$ cat src/rtl/image_vector_writer.sv
// image_vector_writer: stores one captured vector of up to 16 lanes into a
// pixel memory, one lane per cycle, saturating each lane to PIX_SIZE bits
// and suppressing writes whose address falls outside the image.
module image_vector_writer #(
    parameter int unsigned IMAGE_WIDTH  = 96,
    parameter int unsigned IMAGE_HEIGHT = 96,
    parameter int unsigned PIX_SIZE     = 8,
    parameter int unsigned LANES        = 8
) (
    input  logic                  CLK,
    input  logic                  RST,
    input  logic                  Start,
    input  logic [15:0]           Addr,
    input  logic [15:0][15:0]     WD,
    output logic                  Busy,
    output logic                  Done,
    output logic                  Error,
    output logic                  MemWE,
    output logic [15:0]           MemAddr,
    output logic [PIX_SIZE-1:0]   MemWD
);

    localparam int unsigned DEPTH     = IMAGE_WIDTH * IMAGE_HEIGHT;
    localparam logic [3:0]  LAST_LANE = 4'(LANES - 1);
    localparam logic [16:0] PIX_MAX   = 17'((32'd1 << PIX_SIZE) - 32'd1);

    typedef enum logic [1:0] {
        S_IDLE  = 2'd0,
        S_WRITE = 2'd1,
        S_DONE  = 2'd2
    } state_t;

    state_t                r_state;
    logic [3:0]            r_lane;
    logic [15:0]           r_base;
    logic [15:0][15:0]     r_wd;

    logic [16:0]           w_sum;
    logic                  w_in_range;
    logic [15:0]           w_lane_data;
    logic [PIX_SIZE-1:0]   w_sat;

    // Unwrapped lane address, range check and saturated lane data
    always_comb begin
        w_sum       = {1'b0, r_base} + {13'd0, r_lane};
        w_in_range  = (32'(w_sum) < DEPTH);
        w_lane_data = r_wd[r_lane];
        if ({1'b0, w_lane_data} > PIX_MAX) begin
            w_sat = '1;
        end else begin
            w_sat = w_lane_data[PIX_SIZE-1:0];
        end
    end

    // Store sequencer with registered memory and status outputs
    always_ff @(posedge CLK) begin
        if (RST) begin
            r_state <= S_IDLE;
            r_lane  <= 4'd0;
            r_base  <= 16'd0;
            r_wd    <= '0;
            Busy    <= 1'b0;
            Done    <= 1'b0;
            Error   <= 1'b0;
            MemWE   <= 1'b0;
            MemAddr <= 16'd0;
            MemWD   <= '0;
        end else begin
            Done  <= 1'b0;
            MemWE <= 1'b0;
            case (r_state)
                S_IDLE: begin
                    if (Start) begin
                        r_base  <= Addr;
                        r_wd    <= WD;
                        r_lane  <= 4'd0;
                        Error   <= 1'b0;
                        Busy    <= 1'b1;
                        r_state <= S_WRITE;
                    end
                end
                S_WRITE: begin
                    MemAddr <= w_sum[15:0];
                    MemWD   <= w_sat;
                    MemWE   <= w_in_range;
                    if (!w_in_range) begin
                        Error <= 1'b1;
                    end
                    if (r_lane == LAST_LANE) begin
                        r_lane  <= 4'd0;
                        r_state <= S_DONE;
                    end else begin
                        r_lane <= r_lane + 4'd1;
                    end
                end
                S_DONE: begin
                    Done    <= 1'b1;
                    Busy    <= 1'b0;
                    r_state <= S_IDLE;
                end
                default: begin
                    r_state <= S_IDLE;
                end
            endcase
        end
    end

endmodule
$ cat config.mk
export PLATFORM = sky130hd
export DESIGN_NAME = image_vector_writer
export DESIGN_NICKNAME = d
export VERILOG_FILES = /design/src/rtl/image_vector_writer.sv
export SDC_FILE = /design/constraint.sdc
export NUM_CORES = 1
export LEC_CHECK = 0
export ABC_AREA = 1
export BUFFER_PORTS_ARGS = -buffer_cell sky130_fd_sc_hd__buf_4
export CORE_ASPECT_RATIO = 0.5
export CORE_MARGIN = 3
export CORE_UTILIZATION = 50
export CTS_BUF_LIST = sky130_fd_sc_hd__clkbuf_2
export DETAILED_ROUTE_END_ITERATION = 10
export PLACE_DENSITY = 0.71
export SYNTH_ARGS = -nofsm -noshare
export SYNTH_HDL_FRONTEND = slang
export SYNTH_SLANG_ARGS = --single-unit
$ cat constraint.sdc
create_clock -name CLK -period 2.82 [get_ports CLK]
set_input_delay 0.564 -clock CLK [delete_from_list [all_inputs] [get_ports CLK]]
set_output_delay 0.564 -clock CLK [all_outputs]
set_load 0.02 [all_outputs]
; Word-level counts from Yosys, hierarchy flattened
; Index checks and enable logic that the tools add are counted.
[word_totals]
out_inout_bits = 28
wordCells = 61
ff_bits = 306
[op_classes]
reduce_logical = 9
magnitude_cmp = 3
muxes = 15
add_sub_neg = 2
n_eq_ne = 6
n_bitwise = 1
[ops]
columns = cell, n
row1 = $bmux W16 S4, 1
row2 = $add A16 B4 Y17, 1
row3 = $lt A17 B14 Y1 const B, 1
row4 = $gt A16 B8 Y1 const B, 1
row5 = $mux W16, 1
row6 = $mux W4, 2
row7 = $mux W8, 1
row8 = $pmux W4 S2, 1
row9 = $reduce_and A2 Y1, 4
row10 = $ne A2 B2 Y1 const B, 3
row11 = $lt A4 B5 Y1 const B, 1
row12 = $add A4 B1 Y4 const B, 1
row13 = $eq A4 B3 Y1 const B, 1
row14 = $mux W1, 4
row15 = $mux W2, 2
row16 = $pmux W1 S2, 2
row17 = $pmux W2 S2, 1
row18 = $reduce_bool A2 Y1, 2
row19 = $reduce_and A3 Y1, 1
row20 = $eq A2 B1 Y1 const B, 1
row21 = $eq A2 B2 Y1 const B, 1
row22 = $logic_not A2 Y1, 1
row23 = $reduce_or A2 Y1, 1
row24 = $not A1 Y1, 1

; Depth between registers and ports, before layout
; Gate-level depths: netlist of the first run.
[depth]
depth_word = 4
ltp_mapped = 13

; Worst setup path before layout of the first run
; OpenSTA, ideal clock, no wires.
[synth_timing]
kind = flip-flop to flip-flop
startpoint = register r_lane[0]
endpoint = register Error
n_path_buf = 0
slack_ns = 0.992
setup_ns = 0.112
path_stages_with_launch = 13
synth_period_minus_slack_ns = 1.828
arrival_time_ns = 1.715
required_time_ns = 2.708
path_cell_list = dfxtp_1 ha_1 fa_1 nand3_1 nand3_1 nand4_1 nand2_1 nor2_1 nand2_1 nand2_1 nand2_1 nand2_1 nand2_1
[synth_between]
elab_chain_cells = 4
[synth_rtl]
columns = item, line_no
row1 = "start, declared", 34  ; logic [3:0] r_lane;
row2 = "start signal, assigned", 93  ; r_lane <= r_lane + 4'd1;
row3 = $add A16 B4 Y17, 45  ; w_sum = {1'b0, r_base} + {13'd0, r_lane};
row4 = $lt A17 B14 Y1, 46  ; w_in_range = (32'(w_sum) < DEPTH);
row5 = $ne A2 B2 Y1 (no source line), n/a
row6 = $reduce_and A3 Y1 (no source line), n/a
row7 = "end signal, assigned", 64  ; Error <= 1'b0;
row8 = "end signal, assigned", 77  ; Error <= 1'b0;
row9 = "end signal, assigned", 87  ; Error <= 1'b1;
row10 = "end, declared", 17  ; output logic Error,
; No other way between the ends.
; A chain may end at the register's enable or synchronous reset.

; Final worst setup path of the first run
; Ends and elaborated chain as after synthesis.

==> results by stage, run 1 <==
Routing:
- The number of nets with antenna violations after routing is 0.
- Summed over all layers, the routed wires come to 45.67 mm.
- The number of vias in the routed layout is 14347.
- The number of vias per cell is 5.302.
- Before antenna repair, the detailed router went through 6 iterations.
- The routed wirelength normalized by instance count is 16.88 um.
- The number of design rule violations left after detail routing is 0.
- The violation count after the first detailed-routing iteration is 1235.

Global route:
- In the global route stage, overall resource usage came out at 0.3253.
- Entering global routing, the biggest net connects 162 pins.
- The global-route wire length before repair is 72.11 mm.
- The global route total overflow is 0.
- The number of antenna violations at the first check in global routing was 12.
- The via count of the first global-routing pass is 14201.

Worst setup path:
- The reg-to-reg critical path startpoint is r_lane[0]$_SDFFE_PP0P_.
- Among all stages on the critical path, the largest delay is contributed by fa_1.
- The critical path is of the reg -> reg type.
- The data arrival time of the critical path is 2.78 ns.
- For the worst setup path, the data required time is 3.57 ns.
- By instance count, the cell type seen most on the critical path is nand2_1.
- The worst reg-to-reg path cell count is 12.
- The worst setup path is launched from a flip-flop.
- Walking the worst path, the cells encountered are ha_1 -> fa_1 -> nand3_1 -> nand3_1 -> nand4_1 -> nand2_1 -> nor2_1 -> nand2_1 -> nand2_1 -> nand2_1 -> nand2_1 -> nand2_1.
- The sort of element at the end of the critical path is a flip-flop.
- The capture instance of the worst register-to-register path is Error$_SDFFE_PP0P_.
- The setup slack of the worst register-to-register path is 0.79 ns.
- The cell family with the largest share of critical-path delay is simple AND/OR/NAND/NOR gates.
- Together, buffers and inverters on the worst path number 0.
- The stage delay of the slowest cell on the critical path is 0.45 ns.
- The top fanout value on the critical path is 5.

Floorplan:
- In this run the standard cell core region covers 0.02452 mm^2.
- For this configuration, the core starts out at a cell density of 0.5209.
- For this design the top-level I/O count stands at 303.
- The total die area is 0.02762 mm^2.
- The die span in x is 232.0 um.
- The number of placement rows is 40.
- The die is 119.0 um tall.

Layout:
- Leaving out fill and tap cells, the most frequent cells in the layout are nor2_1 (428), o21ai_0 (323), buf_4 (312), dfxtp_1 (304), dlygate4sd3_1 (273).
- Relative to the synthesized area, the layout overhead comes to 45.58%.
- The final net count is 2592.
- The ratio of cells with drive above 1 in the final layout is 0.1879.
- The most frequent standard cell in the layout excluding fill and tap cells is nor2_1.

Clocking:
- The number of hold buffers added after CTS is 273.
- TritonCTS built the clock tree.
- In this run the post-CTS setup repair buffer count came out at 0.
- CTS saw 306 sinks.
- The number of CTS-inserted buffers is 67.
- After clock tree synthesis, the clock-pin slew on the worst setup and hold paths is 0.11 ns.
- The H-tree was split into 3 levels.
- For the worst-skew pair, the clock arrives at the later sink with an insertion delay of 0.89 ns.
- The cell at the root of the clock tree is clkbuf_2.
- The number of buffers on the longest clock path is 3.
- After clock tree synthesis, the repair step resized 0 gates.

Synth:
- By area the synthesized netlist is led by dfxtp_1 (48%), o21ai_0 (13%), nor2_1 (13%).
- Yosys printed 0 warnings.
- Yosys mapped the design onto 33 distinct sky130hd cell types.
- The fraction of synthesized cell area taken by the top area cell type is 0.4796.
- The number of nets handed over by synthesis was 2056.
- In the synthesized netlist, the number of instances is 1775.
- Synthesis inferred 306 register bits.
- The top cell type by total area after synthesis is dfxtp_1.
- The sequential share of the synthesized area is 0.4796.
- The synthesized area per cell is 7.196 um^2.
- The synthesized netlist occupies a cell area of 0.01277 mm^2.

Pwr:
- Summed over all nets, the switching power comes to 3.008 mW.
- The static leakage is 8.367 nW.
- The share of total power dissipated in sequential elements is 0.492.
- The internal power contribution is 6.844 mW.
- The part of the power in the clock network is 0.306.
- Of the total power, the share spent switching nets is 0.3053.
- The portion of total power attributed to combinational logic is 0.201.
- In this run the power density over the cells is 529.8 mW/mm^2.
- The worst voltage drop across the vdd grid is 0.3361 mV.

Timing:
- The number of failing setup endpoints in the final timing report is 0.
- The timing-limited maximum frequency is 492.1 MHz.
- The setup slack of the critical path after layout is 0.7880 ns.
- The max-slew violation count is 0.
- The hold violation total from the final report came to 0.
- The slew at the pin closest to its max-slew limit is 0.7499 ns.
- The total negative setup slack is 0 ns.
- The share of the cycle needed by the critical path after routing is 0.7206.
- Setup repair after global routing left no endpoint under its margin.
- The post-layout minimum cycle time is 2.032 ns.
- The final setup skew is 0.05958 ns.
- The worst slew slack as a fraction of its limit is 0.4995.

Placed design:
- The port buffer count is 302.
- The setup slack at placement is 0.7886 ns.
- The estimated wirelength of the detail-placed design is 26.01 mm.
- Routability-driven placement finished with a final weighted congestion of 0.8819.

Worst hold path:
- The path type of the worst min-delay path is in -> reg.
- The worst min-delay path startpoint is WD[30].
- Counting instances, the worst hold path has a depth of 4.
- The destination of the worst hold path is r_wd[30]$_SDFFE_PP0P_.

Status:
- The flow ran to the end, and the final reports show no timing, DRC or antenna violations.

Flow run:
- Across the run, the number of max-cap violations was 0.
==> layer usage <==
metal,track usage,part of all wire
met1,0.4027,0.42
met2,0.5364,0.48
met3,0.07576,0.068
met4,0.1573,0.040
met5,0,0
==> metrics by stage <==
step	util	hold WS, ns	std cells	area [um^2]	power (mW)
after floorplan	-	0.4292	1775	12770	5.867
after CTS	0.7570	0.3346	2694	18570	9.785
after detailed placement	0.6192	0.4409	2305	15190	6.529
final	0.7583	0.4377	2706	18600	9.852
after global routing	0.7583	0.3684	2706	18600	10.36
after global placement	0.6192	0.4371	2305	15190	6.506
==> how the worst max path moves through the flow <==
stage                                   startpoint                     end  slack [ns]  cells past startpoint
after global placement                       Start  r_lane[0]$_SDFFE_PP0P_        0.83                      7
after detailed placement                     Start  r_lane[0]$_SDFFE_PP0P_        0.79                      7
after floorplan             r_lane[0]$_SDFFE_PP0P_      Error$_SDFFE_PP0P_        0.99                     12
final                       r_lane[0]$_SDFFE_PP0P_      Error$_SDFFE_PP0P_        0.79                     12
after global routing        r_lane[0]$_SDFFE_PP0P_      Error$_SDFFE_PP0P_        0.57                     13
after CTS                 MemAddr[10]$_SDFFE_PP0P_             MemAddr[10]        0.74                      1
==> synthesized netlist by cell type <==
master / n
buf_2: 26
o211ai_1: 26
nor3_1: 1
inv_1: 141
clkbuf_2: 1
buf_1: 2
ha_1: 5
clkinv_1: 1
a221oi_1: 1
nor2_4: 3
dfxtp_1: 306
o21ai_0: 323
nor2_1: 429
and2_1: 1
inv_2: 2
nand2_2: 1
inv_4: 1
nor4_1: 1
nand3_1: 101
o31ai_1: 1
o21a_1: 1
nand2_1: 99
fa_1: 1
buf_6: 5
xor2_1: 6
buf_4: 5
clkbuf_1: 89
o21ai_1: 14
a31oi_1: 2
nand4_1: 15
a21oi_1: 162
a32o_1: 1
xnor2_1: 2
==> power by group through the flow <==
stage / Combinational, mW / Clock (mW) / Sequential (mW)
after global placement: 1.58 / 0 / 4.93
after CTS: 1.92 / 3.03 / 4.83
after floorplan: 0.930 / 0 / 4.94
after global routing: 2.19 / 3.28 / 4.89
final: 1.98 / 3.02 / 4.85
after detailed placement: 1.60 / 0 / 4.93
==> worst register-to-register path, cell delays in order (launching register included) <==
cell and delay, ns:
dfxtp_4 0.38, ha_1 0.24, fa_1 0.45, nand3_1 0.14
nand3_1 0.17, nand4_1 0.12, nand2_1 0.08, nor2_1 0.10
nand2_1 0.05, nand2_1 0.05, nand2_1 0.06, nand2_1 0.05
nand2_1 0.04
==> area by class of cell <==
cell class	instances	area, um^2
Antenna cell	12	30.03
Multi-Input combinational cell	1196	5533
Inverter	145	559.3
Tap cell	336	420.4
Sequential cell	306	6131
Timing Repair Buffer	595	5275
Clock buffer	106	530.5
Fill cell	1825	5928
Clock inverter	10	116.4
==> sequential cells by signal, indices dropped and copies added, names as in the netlist <==
signal,cells
MemWE,1
Error,1
MemWD,8
MemAddr,16
r_state,2
r_lane,4
r_base,16
Busy,1
Done,1
r_wd,256
==> kinds of logic after synthesis <==
family | count (synthesis) | share of synthesized area
AO/OA/AOI/OAI | 531 | 0.2144
buffers and inverters | 273 | 0.08747
flip-flops | 306 | 0.4796
XOR/XNOR | 8 | 0.005486
AND/OR/NAND/NOR | 651 | 0.2066
adder cells (fa/ha/maj) | 6 | 0.006465
Power figures use the tool's default switching activity.
==> run 2, diff against run 1 <==
==> constraint.sdc (replaced) <==
create_clock -name CLK -period 1.9 [get_ports CLK]
set_input_delay 0.38 -clock CLK [delete_from_list [all_inputs] [get_ports CLK]]
set_output_delay 0.38 -clock CLK [all_outputs]
set_load 0.02 [all_outputs]
==> results by stage, run 2 (same netlist as run 1, synthesis figures left out) <==
Status:
- The run finished with clean final reports.

Routing:
- After detailed routing, the number of remaining DRC violations is 0.
- The detailed-route wire length is 47.24 mm.
- Using the TritonRoute via totals, the vias-per-cell ratio works out to 5.342.
- The number of nets with antenna violations after routing is 0.
- The number of vias in the routed layout is 14578.
- For this block, the initial DRC count from the detailed router was 1369.
- The number of detailed-route iterations in the first pass is 6.
- The routed wirelength normalized by instance count is 17.31 um.

Layout:
- Counting the fill cells in the layout gives 1783.
- The flip-flop count of the largest register after layout is 256.
- Leaving out fill and tap cells, the most frequent cells in the layout are nor2_1 (427), o21ai_0 (323), buf_4 (317), dfxtp_1 (286), dlygate4sd3_1 (273).
- At the end of the flow, the number of nets in the layout was 2621.
- The area growth from synthesis to layout is 48.73%.
- The largest registers in the layout are r_wd (256), MemAddr (16), r_base (16).
- The library cell used most frequently in the layout, excluding fill and tap cells, is nor2_1.
- The combined area of the multi-input logic cells is 0.005627 mm^2.
- The area taken by flip-flops and latches is 0.006156 mm^2.
- At the end of the flow the core is filled with cells to 0.7747.
- The register containing the most flip-flops in the final layout is r_wd.
- Of the cells placed in the final design, the portion with a size suffix greater than 1 is 0.2085.

Worst hold path:
- The path type of the worst min-delay path is in -> reg.

Timing:
- The tightest hold path in the finished design has a slack of 0.1010 ns.
- The max-slew violation count is 0.
- Setup violations remaining at the end of the flow were counted as 0.
- Once routing completed, OpenROAD measured the worst setup slack at 0.05484 ns.
- The share of the cycle needed by the critical path after routing is 0.9711.
- Setup repair after global routing could not meet its margin everywhere.
- The slew at the pin closest to its max-slew limit is 0.5573 ns.
- Based on the critical path, the design can be clocked at up to 542.0 MHz.
- The hold violation total from the final report is 0.
- In this run the tightest slew margin relative to its limit is 0.6280.
- The final setup skew is 0.08168 ns.
- Subtracting the final worst setup slack from the clock period gives 1.845 ns.
- The total negative setup slack is 0 ns.

Pwr:
- The net switching fraction of the power is 0.3179.
- The share of total power in sequential cells is 0.500.
- The internal power contribution is 9.850 mW.
- Dividing total power by cell area gives a power density of 760.2 mW/mm^2.
- The switching power of the nets is 4.592 mW.
- The part of the power in the clock network is 0.285.
- Summed over all cells, the static leakage comes to 8.519 nW.
- IR analysis of the VDD net gives a maximum drop of 0.4283 mV.
- The share of total power dissipated in combinational logic is 0.215.

Clocking:
- The cell at the root of the clock tree is clkbuf_2.
- The clock edge transition at the registers on the reported setup and hold paths is 0.14 ns.
- Counting the buffers created by CTS gives 69.
- The clock tree synthesis step divided the H-tree into 3 levels.
- The clock tree from TritonCTS is done.
- The later pin in the worst-skew pair is clocked with a latency of 0.98 ns.
- The clock net in this run drives a total of 306 sinks.
- The number of buffers on the longest clock path is 3.

Placed design:
- At the placement stage, the worst setup path has a slack of -0.03139 ns.
- The port buffer count is 302.
- The HPWL after detailed placement is 27.08 mm.
- Routability-driven placement finished with a final weighted congestion of 0.8858.

Global route:
- After global routing the overflow that remains totals 0.
- For this run, the total global-route usage over all layers was measured as 0.3280.
- The first global-routing pass estimated 71.87 mm of wire.
- The number of antenna violations at the first check in global routing is 7.
- The via count of the first global-routing pass is 14061.
- Entering global routing, the biggest net connects 110 pins.

Floorplan:
- Measured along the x axis, the die boundary spans 232.0 um.
- The placeable core area is 0.02452 mm^2.
- The number of placement rows is 40.
- The effective utilization at floorplan is 0.5209.
- The vertical die dimension is 119.0 um.
- The number of top-level pins is 303.
- The die covers 0.02762 mm^2.

Flow run:
- Across the run, the number of max-cap violations was 0.

Worst setup path:
- The largest individual stage delay along the critical path comes from the cell dfxtp_4.
- The critical path buffer and inverter count is 1.
- The critical path is of the reg -> out type.
- The kind of cell with the highest combined delay along the critical path is flip-flops.
- The sort of element at the end of the critical path is an output port.
- The stage delay of the slowest cell on the critical path is 0.38 ns.
- The data arrival time of the critical path is 1.47 ns.
- At the worst endpoint, the required time is 1.52 ns.
- The worst setup path is launched from a flip-flop.
- The critical path goes through buf_6.
- The top fanout value on the critical path is 2.
## run 2: cell count changes in the layout (fill, tap and decap cells not counted), sizes merged
cell    previous run  this run
buf              322       347
clkinv             7        12
bufinv             3         0
diode             12         9
inv              145       144
## run 2: final timing paths
kind / startpoint / end / slack (ns) / depth (start not counted)
max: MemAddr[10]$_SDFFE_PP0P_ / MemAddr[10] / 0.05 / 1
min reg2reg: r_wd[112]$_SDFFE_PP0P_ / r_wd[112]$_SDFFE_PP0P_ / 0.46 / 2
min: Start / r_wd[75]$_SDFFE_PP0P_ / 0.10 / 5
max reg2reg: r_lane[0]$_SDFFE_PP0P_ / MemWD[7]$_SDFFE_PP0P_ / 0.10 / 11
## run 2: per-stage QoR
stage | power (mW) | area, um^2 | cells
final | 14.44 | 19000 | 2729
after global routing | 15.14 | 18990 | 2727
after CTS | 14.18 | 18760 | 2717
after detailed placement | 9.773 | 15440 | 2329
after global placement | 9.742 | 15440 | 2329
after floorplan | 8.708 | 12770 | 1775
## run 2: power by group through the flow
stage	Combinational [mW]	Sequential, mW	Clock [mW]
finish	3.10	7.22	4.11
global route	3.38	7.27	4.48
CTS	2.93	7.18	4.06
detailed placement	2.45	7.33	0
global placement	2.43	7.32	0
floorplan	1.38	7.33	0
## run 2: repair_timing
item	4_1_cts	5_1_grt
endpoints found under the hold margin	290	0
pin swaps	0	6
setup endpoints to repair	9	30
gates resized for setup	6	48
gates cloned	0	2
buffers inserted	0	1
hold buffers	273	0
## run 2: final cells by class
type | instances | share of cell area
clock buffer | 104 | 0.02740
timing repair buffer | 622 | 0.2973
multi-input combinational | 1196 | 0.2962
sequential | 306 | 0.3240
antenna | 9 | 0.001185
inverter | 145 | 0.02957
tap | 336 | 0.02213
clock inverter | 11 | 0.002239
## run 2: layer usage
metal | vias up | part of all wire | GRT usage
met5 | - | 0 | 0
met4 | 0 | 0.044 | 0.1642
met3 | 169 | 0.068 | 0.07624
met2 | 702 | 0.47 | 0.5340
met1 | 6706 | 0.41 | 0.4091
li1 | 7001 | - | -
